<file path="src/rtl/xmem_seq_pkg.sv">
// Shared types and constants for the xmem burst sequencer.
// Latency: n/a (declarations only).
// Backpressure: n/a.
package xmem_seq_pkg;

   localparam int DATA_W     = 32;
   localparam int ADDR_W     = 11;
   localparam int DEPTH      = 2048;
   localparam int LEN_W      = 12;
   localparam int SKID_DEPTH = 2;
   localparam int CNT_W      = $clog2(SKID_DEPTH + 1);

   // SRAM pin encodings (active low)
   localparam logic CEN_ON  = 1'b0;
   localparam logic CEN_OFF = 1'b1;
   localparam logic WEN_WR  = 1'b0;
   localparam logic WEN_RD  = 1'b1;

   typedef enum logic [1:0] {
      ST_IDLE  = 2'd0,
      ST_WRITE = 2'd1,
      ST_READ  = 2'd2,
      ST_DRAIN = 2'd3
   } state_t;

   // Address increment with wrap at the top of the SRAM.
   function automatic logic [ADDR_W-1:0] next_addr(input logic [ADDR_W-1:0] a);
      return (a == ADDR_W'(DEPTH - 1)) ? '0 : a + 1'b1;
   endfunction

endpackage

</file>
<file path="src/rtl/xmem_seq_if.sv">
// Command, host-write, L0-read and SRAM pin bundle for the xmem sequencer.
// Latency: n/a (wiring only).
// Backpressure: cmd/wr/rd use valid-ready; SRAM pins are free-running.
interface xmem_seq_if;
   import xmem_seq_pkg::*;

   logic              cmd_valid;
   logic              cmd_ready;
   logic              cmd_wr;
   logic [ADDR_W-1:0] cmd_base;
   logic [LEN_W-1:0]  cmd_len;

   logic [DATA_W-1:0] wr_data;
   logic              wr_valid;
   logic              wr_ready;

   logic [DATA_W-1:0] rd_data;
   logic              rd_valid;
   logic              rd_ready;

   logic              busy;
   logic              done;

   logic              mem_cen;
   logic              mem_wen;
   logic [ADDR_W-1:0] mem_a;
   logic [DATA_W-1:0] mem_d;
   logic [DATA_W-1:0] mem_q;

   // Sequencer side
   modport slave (
      input  cmd_valid, cmd_wr, cmd_base, cmd_len, wr_data, wr_valid, rd_ready, mem_q,
      output cmd_ready, wr_ready, rd_data, rd_valid, busy, done,
      output mem_cen, mem_wen, mem_a, mem_d
   );

   // Host / L0 / SRAM side
   modport master (
      output cmd_valid, cmd_wr, cmd_base, cmd_len, wr_data, wr_valid, rd_ready, mem_q,
      input  cmd_ready, wr_ready, rd_data, rd_valid, busy, done,
      input  mem_cen, mem_wen, mem_a, mem_d
   );

endinterface

</file>
<file path="src/rtl/xmem_rd_skid.sv">
// Two-entry read skid FIFO with fall-through when empty.
// Latency: 0 cycles when empty (push visible at head same cycle), else head of queue.
// Backpressure: none internally; caller must not push into a full buffer without a pop.
module xmem_rd_skid
   import xmem_seq_pkg::*;
(
   input  logic              clk,
   input  logic              reset,
   input  logic              push,
   input  logic [DATA_W-1:0] push_dat,
   input  logic              pop,
   output logic              head_vld,
   output logic [DATA_W-1:0] head_dat,
   output logic [CNT_W-1:0]  count
);

   logic [DATA_W-1:0] mem [SKID_DEPTH];
   logic              wr_ptr;
   logic              rd_ptr;
   logic              store;
   logic              take;

   // An empty buffer forwards the incoming word straight to the head.
   assign head_vld = (count != '0) || push;
   assign head_dat = (count != '0) ? mem[rd_ptr] : push_dat;

   // A word popped straight through the bypass is never stored.
   assign take  = pop && (count != '0);
   assign store = push && !(pop && (count == '0));

   // Storage, pointers and occupancy.
   always_ff @(posedge clk) begin
      if (reset) begin
         wr_ptr <= 1'b0;
         rd_ptr <= 1'b0;
         count  <= '0;
         for (int i = 0; i < SKID_DEPTH; i++) begin
            mem[i] <= '0;
         end
      end else begin
         if (store) begin
            mem[wr_ptr] <= push_dat;
            wr_ptr      <= ~wr_ptr;
         end
         if (take) begin
            rd_ptr <= ~rd_ptr;
         end
         count <= count + CNT_W'(store) - CNT_W'(take);
      end
   end

endmodule

</file>
<file path="src/rtl/xmem_seq.sv">
// Burst sequencer driving the 2048x32 xmem SRAM pins for host writes and L0 reads.
// Latency: write word hits SRAM same cycle; first read word at rd_data 2 cycles after accept.
// Backpressure: wr_valid gates writes; reads stall when skid + in-flight credit (2) is used.
module xmem_seq
   import xmem_seq_pkg::*;
(
   input  logic        clk,
   input  logic        reset,
   xmem_seq_if.slave   bus
);

   state_t            state, state_nxt;
   logic [ADDR_W-1:0] addr, addr_nxt;
   logic [LEN_W-1:0]  rem, rem_nxt;
   logic              done_q, done_nxt;
   logic              inflight;
   logic              issue;

   logic              cmd_ready;
   logic              wr_ready;
   logic              mem_cen;
   logic              mem_wen;
   logic [ADDR_W-1:0] mem_a;
   logic [DATA_W-1:0] mem_d;

   logic              head_vld;
   logic [DATA_W-1:0] head_dat;
   logic [CNT_W-1:0]  skid_count;
   logic              rd_valid;
   logic              pop;
   logic [2:0]        occ_after;
   logic              last_pop;

   // Read return path: the word requested last cycle lands in the skid buffer.
   xmem_rd_skid u_skid (
      .clk      (clk),
      .reset    (reset),
      .push     (inflight),
      .push_dat (bus.mem_q),
      .pop      (pop),
      .head_vld (head_vld),
      .head_dat (head_dat),
      .count    (skid_count)
   );

   assign rd_valid = !reset && head_vld;
   assign pop      = rd_valid && bus.rd_ready;

   // Words that will be held or still in flight after this cycle's pop.
   assign occ_after = {1'b0, skid_count} + {2'b00, inflight} - {2'b00, pop};
   assign last_pop  = pop && (({1'b0, skid_count} + {2'b00, inflight}) == 3'd1);

   // Next-state, counter updates and SRAM pin drive.
   always_comb begin
      state_nxt = state;
      addr_nxt  = addr;
      rem_nxt   = rem;
      done_nxt  = 1'b0;
      issue     = 1'b0;
      cmd_ready = 1'b0;
      wr_ready  = 1'b0;
      mem_cen   = CEN_OFF;
      mem_wen   = WEN_RD;
      mem_a     = '0;
      mem_d     = '0;
      if (!reset) begin
         case (state)
            ST_IDLE: begin
               cmd_ready = 1'b1;
               if (bus.cmd_valid) begin
                  addr_nxt = bus.cmd_base;
                  rem_nxt  = bus.cmd_len;
                  if (bus.cmd_len == '0) begin
                     done_nxt = 1'b1;
                  end else begin
                     state_nxt = bus.cmd_wr ? ST_WRITE : ST_READ;
                  end
               end
            end
            ST_WRITE: begin
               wr_ready = 1'b1;
               if (bus.wr_valid) begin
                  mem_cen  = CEN_ON;
                  mem_wen  = WEN_WR;
                  mem_a    = addr;
                  mem_d    = bus.wr_data;
                  addr_nxt = next_addr(addr);
                  rem_nxt  = rem - 1'b1;
                  if (rem == LEN_W'(1)) begin
                     state_nxt = ST_IDLE;
                     done_nxt  = 1'b1;
                  end
               end
            end
            ST_READ: begin
               if (occ_after < 3'(SKID_DEPTH)) begin
                  issue    = 1'b1;
                  mem_cen  = CEN_ON;
                  mem_wen  = WEN_RD;
                  mem_a    = addr;
                  addr_nxt = next_addr(addr);
                  rem_nxt  = rem - 1'b1;
                  if (rem == LEN_W'(1)) begin
                     state_nxt = ST_DRAIN;
                  end
               end
            end
            ST_DRAIN: begin
               if (last_pop) begin
                  state_nxt = ST_IDLE;
                  done_nxt  = 1'b1;
               end
            end
            default: state_nxt = ST_IDLE;
         endcase
      end
   end

   // State, counters and the registered done pulse.
   always_ff @(posedge clk) begin
      if (reset) begin
         state    <= ST_IDLE;
         addr     <= '0;
         rem      <= '0;
         done_q   <= 1'b0;
         inflight <= 1'b0;
      end else begin
         state    <= state_nxt;
         addr     <= addr_nxt;
         rem      <= rem_nxt;
         done_q   <= done_nxt;
         inflight <= issue;
      end
   end

   assign bus.cmd_ready = cmd_ready;
   assign bus.wr_ready  = wr_ready;
   assign bus.rd_valid  = rd_valid;
   assign bus.rd_data   = head_dat;
   assign bus.busy      = !reset && (state != ST_IDLE);
   assign bus.done      = !reset && done_q;
   assign bus.mem_cen   = mem_cen;
   assign bus.mem_wen   = mem_wen;
   assign bus.mem_a     = mem_a;
   assign bus.mem_d     = mem_d;

endmodule

</file>
<file path="src/flat_wrapper.sv">
// flat-port wrapper written by rule: the top's interface ports become plain ports
module xmem_seq_flat import xmem_seq_pkg::*;
  (clk, reset, bus_cmd_valid, bus_cmd_wr, bus_cmd_base, bus_cmd_len, bus_wr_data, bus_wr_valid, bus_rd_ready, bus_mem_q, bus_cmd_ready, bus_wr_ready, bus_rd_data, bus_rd_valid, bus_busy, bus_done, bus_mem_cen, bus_mem_wen, bus_mem_a, bus_mem_d);
  xmem_seq_if bus_i ();
  input  logic clk;
  input  logic reset;
  input wire logic [$bits(bus_i.cmd_valid)-1:0] bus_cmd_valid;
  input wire logic [$bits(bus_i.cmd_wr)-1:0] bus_cmd_wr;
  input wire logic [$bits(bus_i.cmd_base)-1:0] bus_cmd_base;
  input wire logic [$bits(bus_i.cmd_len)-1:0] bus_cmd_len;
  input wire logic [$bits(bus_i.wr_data)-1:0] bus_wr_data;
  input wire logic [$bits(bus_i.wr_valid)-1:0] bus_wr_valid;
  input wire logic [$bits(bus_i.rd_ready)-1:0] bus_rd_ready;
  input wire logic [$bits(bus_i.mem_q)-1:0] bus_mem_q;
  output wire logic [$bits(bus_i.cmd_ready)-1:0] bus_cmd_ready;
  output wire logic [$bits(bus_i.wr_ready)-1:0] bus_wr_ready;
  output wire logic [$bits(bus_i.rd_data)-1:0] bus_rd_data;
  output wire logic [$bits(bus_i.rd_valid)-1:0] bus_rd_valid;
  output wire logic [$bits(bus_i.busy)-1:0] bus_busy;
  output wire logic [$bits(bus_i.done)-1:0] bus_done;
  output wire logic [$bits(bus_i.mem_cen)-1:0] bus_mem_cen;
  output wire logic [$bits(bus_i.mem_wen)-1:0] bus_mem_wen;
  output wire logic [$bits(bus_i.mem_a)-1:0] bus_mem_a;
  output wire logic [$bits(bus_i.mem_d)-1:0] bus_mem_d;
  assign bus_i.cmd_valid = bus_cmd_valid;
  assign bus_i.cmd_wr = bus_cmd_wr;
  assign bus_i.cmd_base = bus_cmd_base;
  assign bus_i.cmd_len = bus_cmd_len;
  assign bus_i.wr_data = bus_wr_data;
  assign bus_i.wr_valid = bus_wr_valid;
  assign bus_i.rd_ready = bus_rd_ready;
  assign bus_i.mem_q = bus_mem_q;
  assign bus_cmd_ready = bus_i.cmd_ready;
  assign bus_wr_ready = bus_i.wr_ready;
  assign bus_rd_data = bus_i.rd_data;
  assign bus_rd_valid = bus_i.rd_valid;
  assign bus_busy = bus_i.busy;
  assign bus_done = bus_i.done;
  assign bus_mem_cen = bus_i.mem_cen;
  assign bus_mem_wen = bus_i.mem_wen;
  assign bus_mem_a = bus_i.mem_a;
  assign bus_mem_d = bus_i.mem_d;
  xmem_seq u_core (.clk(clk), .reset(reset), .bus(bus_i));
endmodule
</file>
<file path="config.mk">
export PLATFORM = sky130hd
export DESIGN_NAME = xmem_seq_flat
export DESIGN_NICKNAME = d
export VERILOG_FILES = /design/src/rtl/xmem_seq_pkg.sv /design/src/rtl/xmem_seq_if.sv /design/src/rtl/xmem_rd_skid.sv /design/src/rtl/xmem_seq.sv /design/src/flat_wrapper.sv
export SDC_FILE = /design/constraint.sdc
export NUM_CORES = 1
export LEC_CHECK = 0
export ABC_CLOCK_PERIOD_IN_PS = 5100
export BUFFER_PORTS_ARGS = -buffer_cell sky130_fd_sc_hd__clkbuf_2
export CAP_MARGIN = 0
export CORE_MARGIN = 2
export CORE_UTILIZATION = 55
export DETAILED_ROUTE_END_ITERATION = 8
export PLACE_DENSITY = 0.85
export REMOVE_ABC_BUFFERS = 1
export SYNTH_ARGS = -nofsm -noshare
export SYNTH_HDL_FRONTEND = slang
export SYNTH_HIERARCHICAL = 1
export SYNTH_SLANG_ARGS = --single-unit
export TNS_END_PERCENT = 30
</file>
<file path="constraint.sdc">
create_clock -name clk -period 5.1 [get_ports clk]
set_input_delay 0.765 -clock clk [delete_from_list [all_inputs] [get_ports clk]]
set_output_delay 0.765 -clock clk [all_outputs]
set_load 0.05 [all_outputs]
</file>
==> run_results.csv <==
group,metric,value,unit
cts,ctsHoldBuffers,0,
setup_path,worstSetupEndpoint,"bus_mem_a[7]",
power_and_ir_drop,leakage,0.00288,uW
cts,cts_setup_buffers,0,
synth,syn_avg_cell_area,9.73,um2
setup_path,cp_data_arrival_time,2940,ps
floorplan,start_util,0.570,
sta,slew_violations,0,
synth,async_flop_share,0,
placed_design,pre_cts_ws,1600,ps
setup_path,r2r_setup_slack,1950,ps
routing,ant_nets,0,
synth,synth_edf_count,64,
synth,synth-main-ff-cell,"edfxtp_1",
cts,htreeDepth,3,
synth,synthCells,575,
sta,setup_tns,0,ps
setup_path,cp_max_fo,31,
cells_and_area,area_delta_synth_final,19.3,%
sta,worst_slew_pin_slew,1110,ps
setup_path,r2r_cells,9,
synth,ys_ff_latch,96,
floorplan,coreArea,0.00982,mm2
floorplan,fp.dieH,105,um
global_route,grtUsageTotal,0.229,
synth,synth_fa_ha_area_frac,0.0291,
sta,skew,11.6,ps
routing,vias_per_cell,5.46,
cells_and_area,nets,835,
setup_path,startpoint,"u_core/state[1]",
synth,synth_top_family_by_area,"simple AND/OR/NAND/NOR gates",
cts,insertion_delay,340,ps
global_route,grt_antenna_before_repair,0,
floorplan,placementRows,36,
setup_path,r2r_end,"u_core/addr[10]",
placed_design,post-dp-hpwl,8980,um
cts,cts_tree,"done",
sta,hold_viol,0,
sta,rsz0062_at_grt,"false",
synth,muxShareOfSynthArea,0.0631,
power_and_ir_drop,irDropWorstVdd,0.000513,V
setup_path,start_kind,"flip-flop",
setup_path,critPathRequiredTime,4340,ps
synth,synth_xor_xnor_area_share,0.00470,
setup_path,path_class,"reg2out",
hold_path,hp-class,"reg2reg",
sta,min_period_over_period,0.727,
routing,drcViolationCount,0,
sta,slew_headroom,0.260,
routing,wl_per_cell,14.9,um
routing,wl,12900,um
cts,cts.sinks,96,
synth,synth.distinct_cells,64,
synth,ys_seq_area_frac,0.458,
cells_and_area,nFillCells,805,
global_route,grt_start_max_net_pins,65,
cells_and_area,drive_above_1_share,0.321,
cts,root_buffer,"clkbuf_8",
sta,max_freq,270,MHz
sta,finalSetupViolCount,0,
sta,layout_setup_ws,1390,ps
placed_design,globalplace.congestion,0.867,
synth,synth-compound-area-share,0.130,
synth,synthTopCellsByArea,"edfxtp_1 34%, dfxtp_1 11%, and2_1 9.8%",
global_route,grt_pass1_wl,20800,um
routing,vias,4732,
placed_design,dp.cells,851,
floorplan,io_pins,175,
synth,ys_warn_count,6,
power_and_ir_drop,power_density,454,mW/mm2
global_route,gr-total-overflow,0,
placed_design,port_buffers,174,
routing,first_pass_iters,5,
cells_and_area,stdcell_count,866,
cts,cts_buffers,9,
job,drv_cap,0,
floorplan,dieWidth,105,um
cts,cts_resized,0,
cells_and_area,diodes,0,
floorplan,dieArea,0.0110,mm2
synth,yosys.area_share.simple,0.264,
sta,timing.final.crit_period,3710,ps
synth,yosysTopAreaCell,"edfxtp_1",
setup_path,reg2reg_from,"u_core/u_skid/count[1]",
synth,synth_top_area_frac,0.344,
global_route,grt_pass1_vias,4426,
setup_path,end_kind,"primary output",
cts,clock_path_buffers,2,
cts,path_clk_slew,100,ps
status,outcome,"finished, final reports clean",
routing,drt_iter0_drc,248,
synth,syn_area,0.00559,mm2
-- registers in the layout (all words and copies together), names as in the netlist, named ones only --
register and cells:
u_core/u_skid/rd_ptr 1, u_core/u_skid/count 2, u_core/done_q 1, u_core/state 2, u_core/rem 12, u_core/u_skid/mem 64
u_core/u_skid/wr_ptr 1, u_core/addr 11, u_core/inflight 1
-- cell type report --
| cell class | instances | area, um2 | share of cell area |
|---|---|---|---|
| multi-input cells | 419 | 2760 | 0.413 |
| flip-flops and latches | 96 | 2560 | 0.384 |
| repair buffers | 178 | 901 | 0.135 |
| well taps | 133 | 166 | 0.0249 |
| clock buffers | 9 | 124 | 0.0186 |
| inverters | 25 | 93.8 | 0.0141 |
| clock inverters | 6 | 67.6 | 0.0101 |
-- worst min-delay path by stage --
stage | start | end | slack, ps | cells after the start
2_1_floorplan | u_core/rem[7] | u_core/rem[7] | 460 | 2
3_3_place_gp | u_core/rem[7] | u_core/rem[7] | 480 | 2
3_5_place_dp | u_core/u_skid/rd_ptr | u_core/u_skid/rd_ptr | 500 | 2
4_1_cts | u_core/rem[8] | u_core/rem[8] | 520 | 2
5_1_grt | u_core/rem[7] | u_core/rem[7] | 550 | 2
6_report | u_core/rem[8] | u_core/rem[8] | 520 | 2
-- cells in the final DEF, fill, tap and decap left out, types with 2 or more instances in the layout --
| cell | count |
|---|---|
| inv_6 | 2 |
| and2_1 | 88 |
| o221a_2 | 2 |
| o32ai_1 | 6 |
| nand2_1 | 20 |
| a221oi_1 | 3 |
| nor3_1 | 11 |
| o31ai_1 | 2 |
| nor4b_1 | 2 |
| a211oi_1 | 5 |
| and2_4 | 18 |
| ha_1 | 13 |
| a21o_1 | 3 |
| nor4_1 | 3 |
| a31oi_1 | 3 |
| nor2b_1 | 12 |
| a21oi_1 | 54 |
| dfxtp_1 | 31 |
| inv_1 | 25 |
| nor3_2 | 3 |
| nand4_1 | 5 |
| and4_1 | 2 |
| o21ai_1 | 2 |
| xor2_1 | 2 |
| o211ai_1 | 2 |
| clkinvlp_4 | 2 |
| nand2b_1 | 3 |
| buf_4 | 4 |
| and2_2 | 3 |
| mux2i_1 | 33 |
| clkbuf_2 | 174 |
| clkbuf_8 | 9 |
| nand3_1 | 10 |
| o22ai_1 | 2 |
| o21ai_0 | 18 |
| nor2_1 | 57 |
| a22oi_1 | 3 |
| o2bb2ai_1 | 2 |
| or2_1 | 2 |
| edfxtp_1 | 64 |
-- power by group --
part	leakage, uW	switching (uW)	total, uW	internal [uW]
sequential	0.000926	137	1100	966
clock	0.0000921	258	485	227
combinational	0.00186	988	1440	452
total	0.00288	1380	3030	1640
-- cells in the mapped netlist (all sizes together), types with 3 or more instances --
cell type  count
nand2         20
nand3         10
nor4b          3
nand2b         3
dfxtp         32
clkbuf        15
o32ai          6
nand4          5
a21o           3
buf           20
nor3          14
nor2b         12
a21oi         55
a22oi          3
a211oi         5
or2            3
a31oi          3
a221oi         3
edfxtp        64
mux2i         33
o21ai         20
inv           25
nor4           3
ha            13
nor2          58
and2         109
-- worst max-delay path: stages, from the launching register on --
cell and delay, ps:
dfxtp_1 430, inv_1 100, ha_1 280, buf_4 300, inv_1 470, a211oi_1 360, buf_4 210, and2_1 150
clkbuf_2 280
-- per-layer routing --
metal  track usage  part of all wire  vias up
li1              -                 -     2334
met1         0.299              0.42     2243
met2         0.396              0.51      143
met3        0.0337             0.056       12
met4        0.0638             0.011        0
met5             0                 0        -
-- kinds of logic (layout without fill, tap and decap cells) --
logic type / Yosys count / in the layout
adder cells (fa/ha/maj): 13 / 13
multiplexers: 35 / 35
AO/OA/AOI/OAI: 117 / 117
flip-flops: 96 / 96
XOR/XNOR: 3 / 3
buffers and inverters: 60 / 218
AND/OR/NAND/NOR: 251 / 251
-- metrics by stage --
step | hold WS [ps] | util | total power (uW) | area [um2]
after floorplan | 458 | - | 2170 | 5400
after global placement | 482 | 0.660 | 2490 | 6480
after detailed placement | 503 | 0.660 | 2540 | 6480
after CTS | 516 | 0.679 | 3030 | 6670
after global routing | 547 | 0.679 | 3200 | 6670
final | 523 | 0.679 | 3030 | 6670
Power figures use the tool's default switching activity.
